### config.mk
export PLATFORM = sky130hd
export DESIGN_NAME = genius_round_ctrl_flat
export DESIGN_NICKNAME = d
export VERILOG_FILES = /design/src/rtl/genius_pkg.sv /design/src/rtl/genius_round_ctrl_if.sv /design/src/rtl/genius_lfsr8.sv /design/src/rtl/genius_round_ctrl.sv /design/src/flat_wrapper.sv
export SDC_FILE = /design/constraint.sdc
export NUM_CORES = 1
export LEC_CHECK = 0
export ABC_CLOCK_PERIOD_IN_PS = 2800
export CAP_MARGIN = 10
export CORE_UTILIZATION = 50
export CTS_BUF_LIST = sky130_fd_sc_hd__clkbuf_2
export DETAILED_ROUTE_END_ITERATION = 16
export GPL_TIMING_DRIVEN = 0
export PLACE_DENSITY = 0.77
export SETUP_SLACK_MARGIN = 0.4
export SYNTH_ARGS = -nofsm -noshare
export SYNTH_HDL_FRONTEND = slang
export SYNTH_HIERARCHICAL = 1
export SYNTH_SLANG_ARGS = --single-unit
### constraint.sdc
create_clock -name clock -period 2.8 [get_ports clock]
set_input_delay 0.28 -clock clock [delete_from_list [all_inputs] [get_ports clock]]
set_output_delay 0.28 -clock clock [all_outputs]
set_load 0.01 [all_outputs]
### src/rtl/genius_pkg.sv
// genius_pkg: shared state encoding, LFSR constants and symbol helper for the round controller
package genius_pkg;
   typedef enum logic [2:0] {
      IDLE     = 3'd0,
      GEN      = 3'd1,
      SHOW_ON  = 3'd2,
      SHOW_OFF = 3'd3,
      WAIT_IN  = 3'd4,
      WIN      = 3'd5,
      LOSE     = 3'd6
   } state_t;
   localparam logic [7:0] LFSR_TAPS = 8'hB8;
   localparam logic [7:0] DEFAULT_SEED = 8'hA5;
   localparam int SYM_W = 2;
   function automatic logic [SYM_W-1:0] symbol_of(input logic [7:0] s);
      return s[SYM_W-1:0];
   endfunction
endpackage

### src/rtl/genius_round_ctrl_if.sv
// genius_round_ctrl_if: game-control and display bus between the round controller and its neighbours
interface genius_round_ctrl_if;
   logic       start;
   logic [7:0] seed;
   logic       btn_valid;
   logic [1:0] btn_code;
   logic       lamp_on;
   logic [1:0] lamp_code;
   logic [3:0] level;
   logic [3:0] step;
   logic [2:0] state;
   logic       win;
   logic       lose;
   modport master (output start, seed, btn_valid, btn_code,
                   input lamp_on, lamp_code, level, step, state, win, lose);
   modport slave (input start, seed, btn_valid, btn_code,
                  output lamp_on, lamp_code, level, step, state, win, lose);
endinterface

### src/rtl/genius_lfsr8.sv
// genius_lfsr8: 8-bit Fibonacci LFSR symbol source; a zero seed falls back to the default seed
module genius_lfsr8
   import genius_pkg::*;
(
   input  logic       clock,
   input  logic       reset,
   input  logic       load,
   input  logic       advance,
   input  logic [7:0] seed,
   output logic [7:0] q
);
   always_ff @(posedge clock or negedge reset)
      if (!reset) q <= DEFAULT_SEED;
      else if (load) q <= seed == 8'h00 ? DEFAULT_SEED : seed;
      else if (advance) q <= {q[6:0], ^(q & LFSR_TAPS)};
endmodule

### src/rtl/genius_round_ctrl.sv
// genius_round_ctrl: Simon round sequencer - grows the pattern, plays it back, checks presses under timeout
module genius_round_ctrl
   import genius_pkg::*;
#(
   parameter int ON_CYCLES      = 25_000_000,
   parameter int OFF_CYCLES     = 12_500_000,
   parameter int TIMEOUT_CYCLES = 250_000_000,
   parameter int MAX_LEVEL      = 16
) (
   input logic clock,
   input logic reset,
   genius_round_ctrl_if.slave bus
);
   localparam int MAXC = ON_CYCLES > OFF_CYCLES ? (ON_CYCLES > TIMEOUT_CYCLES ? ON_CYCLES : TIMEOUT_CYCLES)
                                                : (OFF_CYCLES > TIMEOUT_CYCLES ? OFF_CYCLES : TIMEOUT_CYCLES);
   localparam int TW = MAXC > 2 ? $clog2(MAXC) : 1;
   localparam logic [TW-1:0] ON_T = TW'(ON_CYCLES - 1);
   localparam logic [TW-1:0] OFF_T = TW'(OFF_CYCLES - 1);
   localparam logic [TW-1:0] TO_T = TW'(TIMEOUT_CYCLES - 1);
   localparam logic [3:0] LAST = 4'(MAX_LEVEL - 1);
   state_t st, st_n;
   logic [TW-1:0] tmr, tmr_n;
   logic [3:0] lvl, lvl_n, stp, stp_n, stp_inc;
   logic [1:0] code_q, code_n, sym;
   logic lamp_q, lamp_n, win_q, win_n, lose_q, lose_n, adv;
   logic [1:0] mem [16];
   logic [7:0] lfsr;
   assign sym = symbol_of(lfsr);
   assign stp_inc = stp + 4'd1;
   assign adv = st == GEN && !bus.start;
   genius_lfsr8 u_lfsr (
      .clock(clock), .reset(reset), .load(bus.start), .advance(adv), .seed(bus.seed), .q(lfsr)
   );
   always_ff @(posedge clock)
      if (adv) mem[lvl] <= sym;
   always_ff @(posedge clock or negedge reset)
      if (!reset) begin
         st <= IDLE;
         tmr <= '0;
         lvl <= '0;
         stp <= '0;
         lamp_q <= 1'b0;
         code_q <= '0;
         win_q <= 1'b0;
         lose_q <= 1'b0;
      end else begin
         st <= st_n;
         tmr <= tmr_n;
         lvl <= lvl_n;
         stp <= stp_n;
         lamp_q <= lamp_n;
         code_q <= lamp_n ? code_n : 2'd0;
         win_q <= win_n;
         lose_q <= lose_n;
      end
   always_comb begin
      st_n = st;
      tmr_n = tmr + TW'(1);
      lvl_n = lvl;
      stp_n = stp;
      code_n = code_q;
      if (bus.start) begin
         st_n = GEN;
         lvl_n = '0;
         stp_n = '0;
      end else
         case (st)
            GEN: begin
               st_n = SHOW_ON;
               stp_n = '0;
               code_n = lvl == 4'd0 ? sym : mem[0];
            end
            SHOW_ON: st_n = tmr == ON_T ? SHOW_OFF : st;
            SHOW_OFF:
               if (tmr == OFF_T) begin
                  st_n = stp == lvl ? WAIT_IN : SHOW_ON;
                  stp_n = stp == lvl ? 4'd0 : stp_inc;
                  code_n = mem[stp_inc];
               end
            WAIT_IN:
               // a press wins over a simultaneous timeout
               if (bus.btn_valid) begin
                  if (bus.btn_code != mem[stp]) st_n = LOSE;
                  else if (stp < lvl) begin
                     stp_n = stp_inc;
                     tmr_n = '0;
                  end else if (lvl == LAST) st_n = WIN;
                  else begin
                     lvl_n = lvl + 4'd1;
                     st_n = GEN;
                  end
               end else if (tmr == TO_T) st_n = LOSE;
            default: ;
         endcase
      if (bus.start || st_n != st) tmr_n = '0;
      lamp_n = st_n == SHOW_ON;
      win_n = (win_q && !bus.start) || st_n == WIN;
      lose_n = (lose_q && !bus.start) || st_n == LOSE;
   end
   assign bus.state = st;
   assign bus.level = lvl;
   assign bus.step = stp;
   assign bus.lamp_on = lamp_q;
   assign bus.lamp_code = code_q;
   assign bus.win = win_q;
   assign bus.lose = lose_q;
endmodule

### src/flat_wrapper.sv
// flat-port wrapper written by rule: the top's interface ports become plain ports
module genius_round_ctrl_flat import genius_pkg::*;
#(
   parameter int ON_CYCLES      = 25_000_000,
   parameter int OFF_CYCLES     = 12_500_000,
   parameter int TIMEOUT_CYCLES = 250_000_000,
   parameter int MAX_LEVEL      = 16
)
  (clock, reset, bus_start, bus_seed, bus_btn_valid, bus_btn_code, bus_lamp_on, bus_lamp_code, bus_level, bus_step, bus_state, bus_win, bus_lose);
  genius_round_ctrl_if bus_i ();
  input logic clock;
  input logic reset;
  input wire logic [$bits(bus_i.start)-1:0] bus_start;
  input wire logic [$bits(bus_i.seed)-1:0] bus_seed;
  input wire logic [$bits(bus_i.btn_valid)-1:0] bus_btn_valid;
  input wire logic [$bits(bus_i.btn_code)-1:0] bus_btn_code;
  output wire logic [$bits(bus_i.lamp_on)-1:0] bus_lamp_on;
  output wire logic [$bits(bus_i.lamp_code)-1:0] bus_lamp_code;
  output wire logic [$bits(bus_i.level)-1:0] bus_level;
  output wire logic [$bits(bus_i.step)-1:0] bus_step;
  output wire logic [$bits(bus_i.state)-1:0] bus_state;
  output wire logic [$bits(bus_i.win)-1:0] bus_win;
  output wire logic [$bits(bus_i.lose)-1:0] bus_lose;
  assign bus_i.start = bus_start;
  assign bus_i.seed = bus_seed;
  assign bus_i.btn_valid = bus_btn_valid;
  assign bus_i.btn_code = bus_btn_code;
  assign bus_lamp_on = bus_i.lamp_on;
  assign bus_lamp_code = bus_i.lamp_code;
  assign bus_level = bus_i.level;
  assign bus_step = bus_i.step;
  assign bus_state = bus_i.state;
  assign bus_win = bus_i.win;
  assign bus_lose = bus_i.lose;
  genius_round_ctrl #(.ON_CYCLES(ON_CYCLES), .OFF_CYCLES(OFF_CYCLES), .TIMEOUT_CYCLES(TIMEOUT_CYCLES), .MAX_LEVEL(MAX_LEVEL)) u_core (.clock(clock), .reset(reset), .bus(bus_i));
endmodule
==> results.sh <==
export IMPL_sw_frac_of_total=0.236
export IMPL_hold_class="in2async"
export IMPL_synthFlopType="dfrtp_1"
export IMPL_fmax_ghz=0.381
export IMPL_fin_ws_ns=0.176
export IMPL_portBuffers=29
export IMPL_wl_per_cell_um=17.8
export IMPL_drtAntennaViolNets=0
export IMPL_crit_type="reg2reg"
export IMPL_cap_violations=0
export IMPL_finalClockSkew_ns=0.0456
export IMPL_powerDensity_nw_per_um2=420
export IMPL_fin_util=0.636
export IMPL_rsz0062_at_grt="true"
export IMPL_placedCellCount=547
export IMPL_die_h_um=98.3
export IMPL_setup_violations=0
export IMPL_grt_use_total=0.216
export IMPL_slew_headroom=0.485
export IMPL_power_frac_comb=0.092
export IMPL_drt_wl_total_um=10400
export IMPL_grt_start_max_net_pins=29
export IMPL_synth_xor_area_frac=0.0642
export IMPL_ys_types=61
export IMPL_die_w_um=98.3
export IMPL_finalCritPeriodShare=0.937
export IMPL_drive_above_1_share=0.209
export IMPL_placementRows=34
export IMPL_syn_nets=433
export IMPL_dpl_instance_area_um2=5110
export IMPL_hold_viol=0
export IMPL_r2r_cells=10
export IMPL_crit_slowest_cell="mux4_2"
export IMPL_fin_area_um2=5630
export IMPL_grt_pass1_wl_um=16300
export IMPL_vias=3503
export IMPL_worstSkewPairLatency_ns=0.51
export IMPL_clk_root_buffer_cell="clkbuf_2"
export IMPL_die_area_um2=9670
export IMPL_crit_chain="buf_6 -> buf_12 -> mux2i_1 -> mux4_2 -> mux2i_1 -> o22ai_2 -> buf_6 -> nand4_4 -> or3_4 -> a21oi_2"
export IMPL_vdd_drop_max_uv=224
export IMPL_status="complete, no violations"
export IMPL_cts_max_path_buffers=2
export IMPL_synth_mux_area_frac=0.125
export IMPL_syn_area_um2=4640
export IMPL_synth_simple_area_share=0.189
export IMPL_place_ws_ns=-0.155
export IMPL_cp_data_required_time_ns=3.25
export IMPL_synth_fa_ha_area_frac=0.0270
export IMPL_switchingPower_uw=559
export IMPL_crit_path_start_kind="flop"
export IMPL_crit_path_end_kind="flop"
export IMPL_tightest_slew_ns=0.772
export IMPL_cp_arrival_ns=3.07
export IMPL_htree_levels=3
export IMPL_first_global_vias=3329
export IMPL_synth_seq_cells=84
export IMPL_layout_min_cycle_time_ns=2.62
export IMPL_dp_final_hpwl_um=7100
export IMPL_crit_fanout=10
export IMPL_fin_nets=492
export IMPL_cts_sinks=84
export IMPL_clkTransAtPathRegs_ns=0.22
export IMPL_ys_seq_area_frac=0.489
export IMPL_p_int_mw=1.81
export IMPL_cellLeakagePower_nw=2.08
export IMPL_drc=0
export IMPL_final_max_slew_viol_count=0
export IMPL_antenna_found_initial=0
export IMPL_grt_overflow_total=0
export IMPL_area_growth_pct=21.3
export IMPL_cp_slowest_stage_delay_ns=0.49
export IMPL_pwr_share_seq=0.571
export IMPL_initial_core_util=0.524
export IMPL_vias_per_cell=6.03
export IMPL_synth_compound_area_share=0.0731
export IMPL_syn_inst=409
export IMPL_power_share_clock=0.337
export IMPL_yosysWarnings=6
export IMPL_synth_edf_count=32
export IMPL_dr_pass1_iters=7
export IMPL_place_congestion=0.872
export IMPL_cts_tree="done"
export IMPL_cts_buffers=9
export IMPL_syn_area_per_cell_um2=11.3
export IMPL_core_area_um2=8850
export IMPL_ioPinCount=30
export IMPL_synth_top_family_by_area="simple AND/OR/NAND/NOR gates"
export IMPL_num_antenna_cells=0
export IMPL_fin_cells=581
export IMPL_drt_iter0_markers=301
export IMPL_async_flop_share=0.619
-- cell type report --
type / count / area [µm²]
Fill cell: 685 / 3220
Multi-Input combinational cell: 292 / 2420
Sequential cell: 84 / 2270
Timing Repair Buffer: 48 / 454
Tap cell: 108 / 135
Buffer: 16 / 125
Clock inverter: 5 / 103
Inverter: 17 / 63.8
Clock buffer: 11 / 55.1
-- layer usage --
layer / track usage / share of wire / vias up
met5: 0 / 0 / -
met4: 0.0735 / 0.013 / 0
met3: 0.0387 / 0.053 / 13
met2: 0.345 / 0.49 / 135
met1: 0.299 / 0.45 / 1725
li1: - / - / 1630
-- power groups by stage --
| stage | Sequential (mW) | Clock [mW] | Combinational, mW |
|---|---|---|---|
| finish | 1.35 | 0.797 | 0.218 |
| global route | 1.36 | 0.856 | 0.238 |
| CTS | 1.35 | 0.813 | 0.191 |
| detailed placement | 1.37 | 0 | 0.184 |
| global placement | 1.37 | 0 | 0.178 |
| floorplan | 1.36 | 0 | 0.105 |
-- logic make-up (layout without fill, tap and decap cells) --
| kind of cell | count (synthesis) | count (layout) |
|---|---|---|
| compound gates | 49 | 49 |
| fa+ha+maj | 10 | 10 |
| xor+xnor | 34 | 34 |
| mux | 37 | 37 |
| flops | 84 | 84 |
| simple gates | 162 | 162 |
| buf+inv | 33 | 97 |
-- critical path: cells and delay by family (launching register included) --
family,cells,cell delay [ns]
multiplexers,3,0.78
AND/OR/NAND/NOR,2,0.52
flip-flops,1,0.47
buffers and inverters,3,0.47
AO/OA/AOI/OAI,2,0.35
-- synthesized netlist by cell type (3+ instances only) --
master	n	area [µm²]
o21ai_0	8	40.0
a31oi_1	3	18.8
nor3b_1	3	22.5
xor2_1	16	140
edfxtp_1	32	961
buf_2	5	25.0
nand3_1	12	60.1
xnor2_1	18	158
mux4_2	14	315
and3_1	4	25.0
clkbuf_1	9	33.8
nor2b_1	5	31.3
dfrtp_1	48	1200
dfstp_2	4	105
and2_1	6	37.5
o21ai_1	4	20.0
inv_1	17	63.8
mux2i_1	21	210
ha_1	10	125
nand2b_1	3	18.8
nor3_1	18	90.1
nand4_1	9	56.3
nand2_1	23	86.3
nor4_1	3	18.8
a211oi_1	4	30.0
a21oi_1	12	60.1
nor2_1	54	203
-- what timing repair did --
item / in CTS / in global routing
hold endpoints to repair: 20 / 0
pin swaps: 3 / 12
hold buffers: 1 / 0
setup buffers: 2 / 15
gates resized for setup: 10 / 37
endpoints found under the setup margin: 80 / 54
-- metrics by stage --
| step | hold WS [ns] | setup TNS, ns | power [mW] |
|---|---|---|---|
| detailed placement | 0.309 | -3.84 | 1.56 |
| floorplan | -0.0156 | 0 | 1.47 |
| global route | 0.280 | 0 | 2.45 |
| global placement | 0.475 | -2.15 | 1.55 |
| CTS | 0.258 | 0 | 2.35 |
| finish | 0.270 | 0 | 2.36 |
-- cell usage in the layout, fill, tap and decap left out, types with 3 or more instances in the layout --
cell             count
a211oi_1             4
a21oi_1              9
and2_1               6
and3_1               4
buf_2                4
buf_4               14
buf_6                7
bufinv_16            3
clkbuf_1             4
clkbuf_2            14
clkdlybuf4s50_1     28
dfrtp_1             48
dfstp_2              4
edfxtp_1            32
ha_1                10
inv_1               17
mux2i_1             20
mux4_2              14
nand2_1             23
nand3_1             12
nand4_1              9
nor2_1              53
nor2b_1              5
nor3_1              14
nor3_2               4
nor3b_1              3
nor4_4               5
o21ai_0              7
o21ai_1              5
xnor2_1             18
xor2_1              16
-- registers in the layout (all words and copies together), names as in the netlist --
signal / count
u_core/u_lfsr/q: 8
u_core/bus.lamp_on: 1
u_core/tmr: 28
u_core/bus.level: 4
u_core/bus.lose: 1
u_core/bus.step: 4
u_core/bus.win: 1
u_core/bus.state: 3
u_core/bus.lamp_code: 2
u_core/mem: 32
-- path summary, 6_finish.rpt --
check	startpoint	slack, ns	end
hold reg to reg	u_core/tmr[0]$_DFF_PN0_	0.50	u_core/tmr[0]$_DFF_PN0_
min in group clock	bus_seed[6]	0.38	u_core/u_lfsr/q[6]$_DFFE_PN0P_
hold / removal	reset	0.27	u_core/tmr[2]$_DFF_PN0_
setup reg to reg	u_core/bus.step[0]$_DFFE_PN0P_	0.18	u_core/bus.level[3]$_DFFE_PN0P_
setup / recovery	u_core/bus.step[0]$_DFFE_PN0P_	0.18	u_core/bus.level[3]$_DFFE_PN0P_
max in group asynchronous	reset	1.99	u_core/bus.step[0]$_DFFE_PN0P_
(Power assumes the default switching activity.)
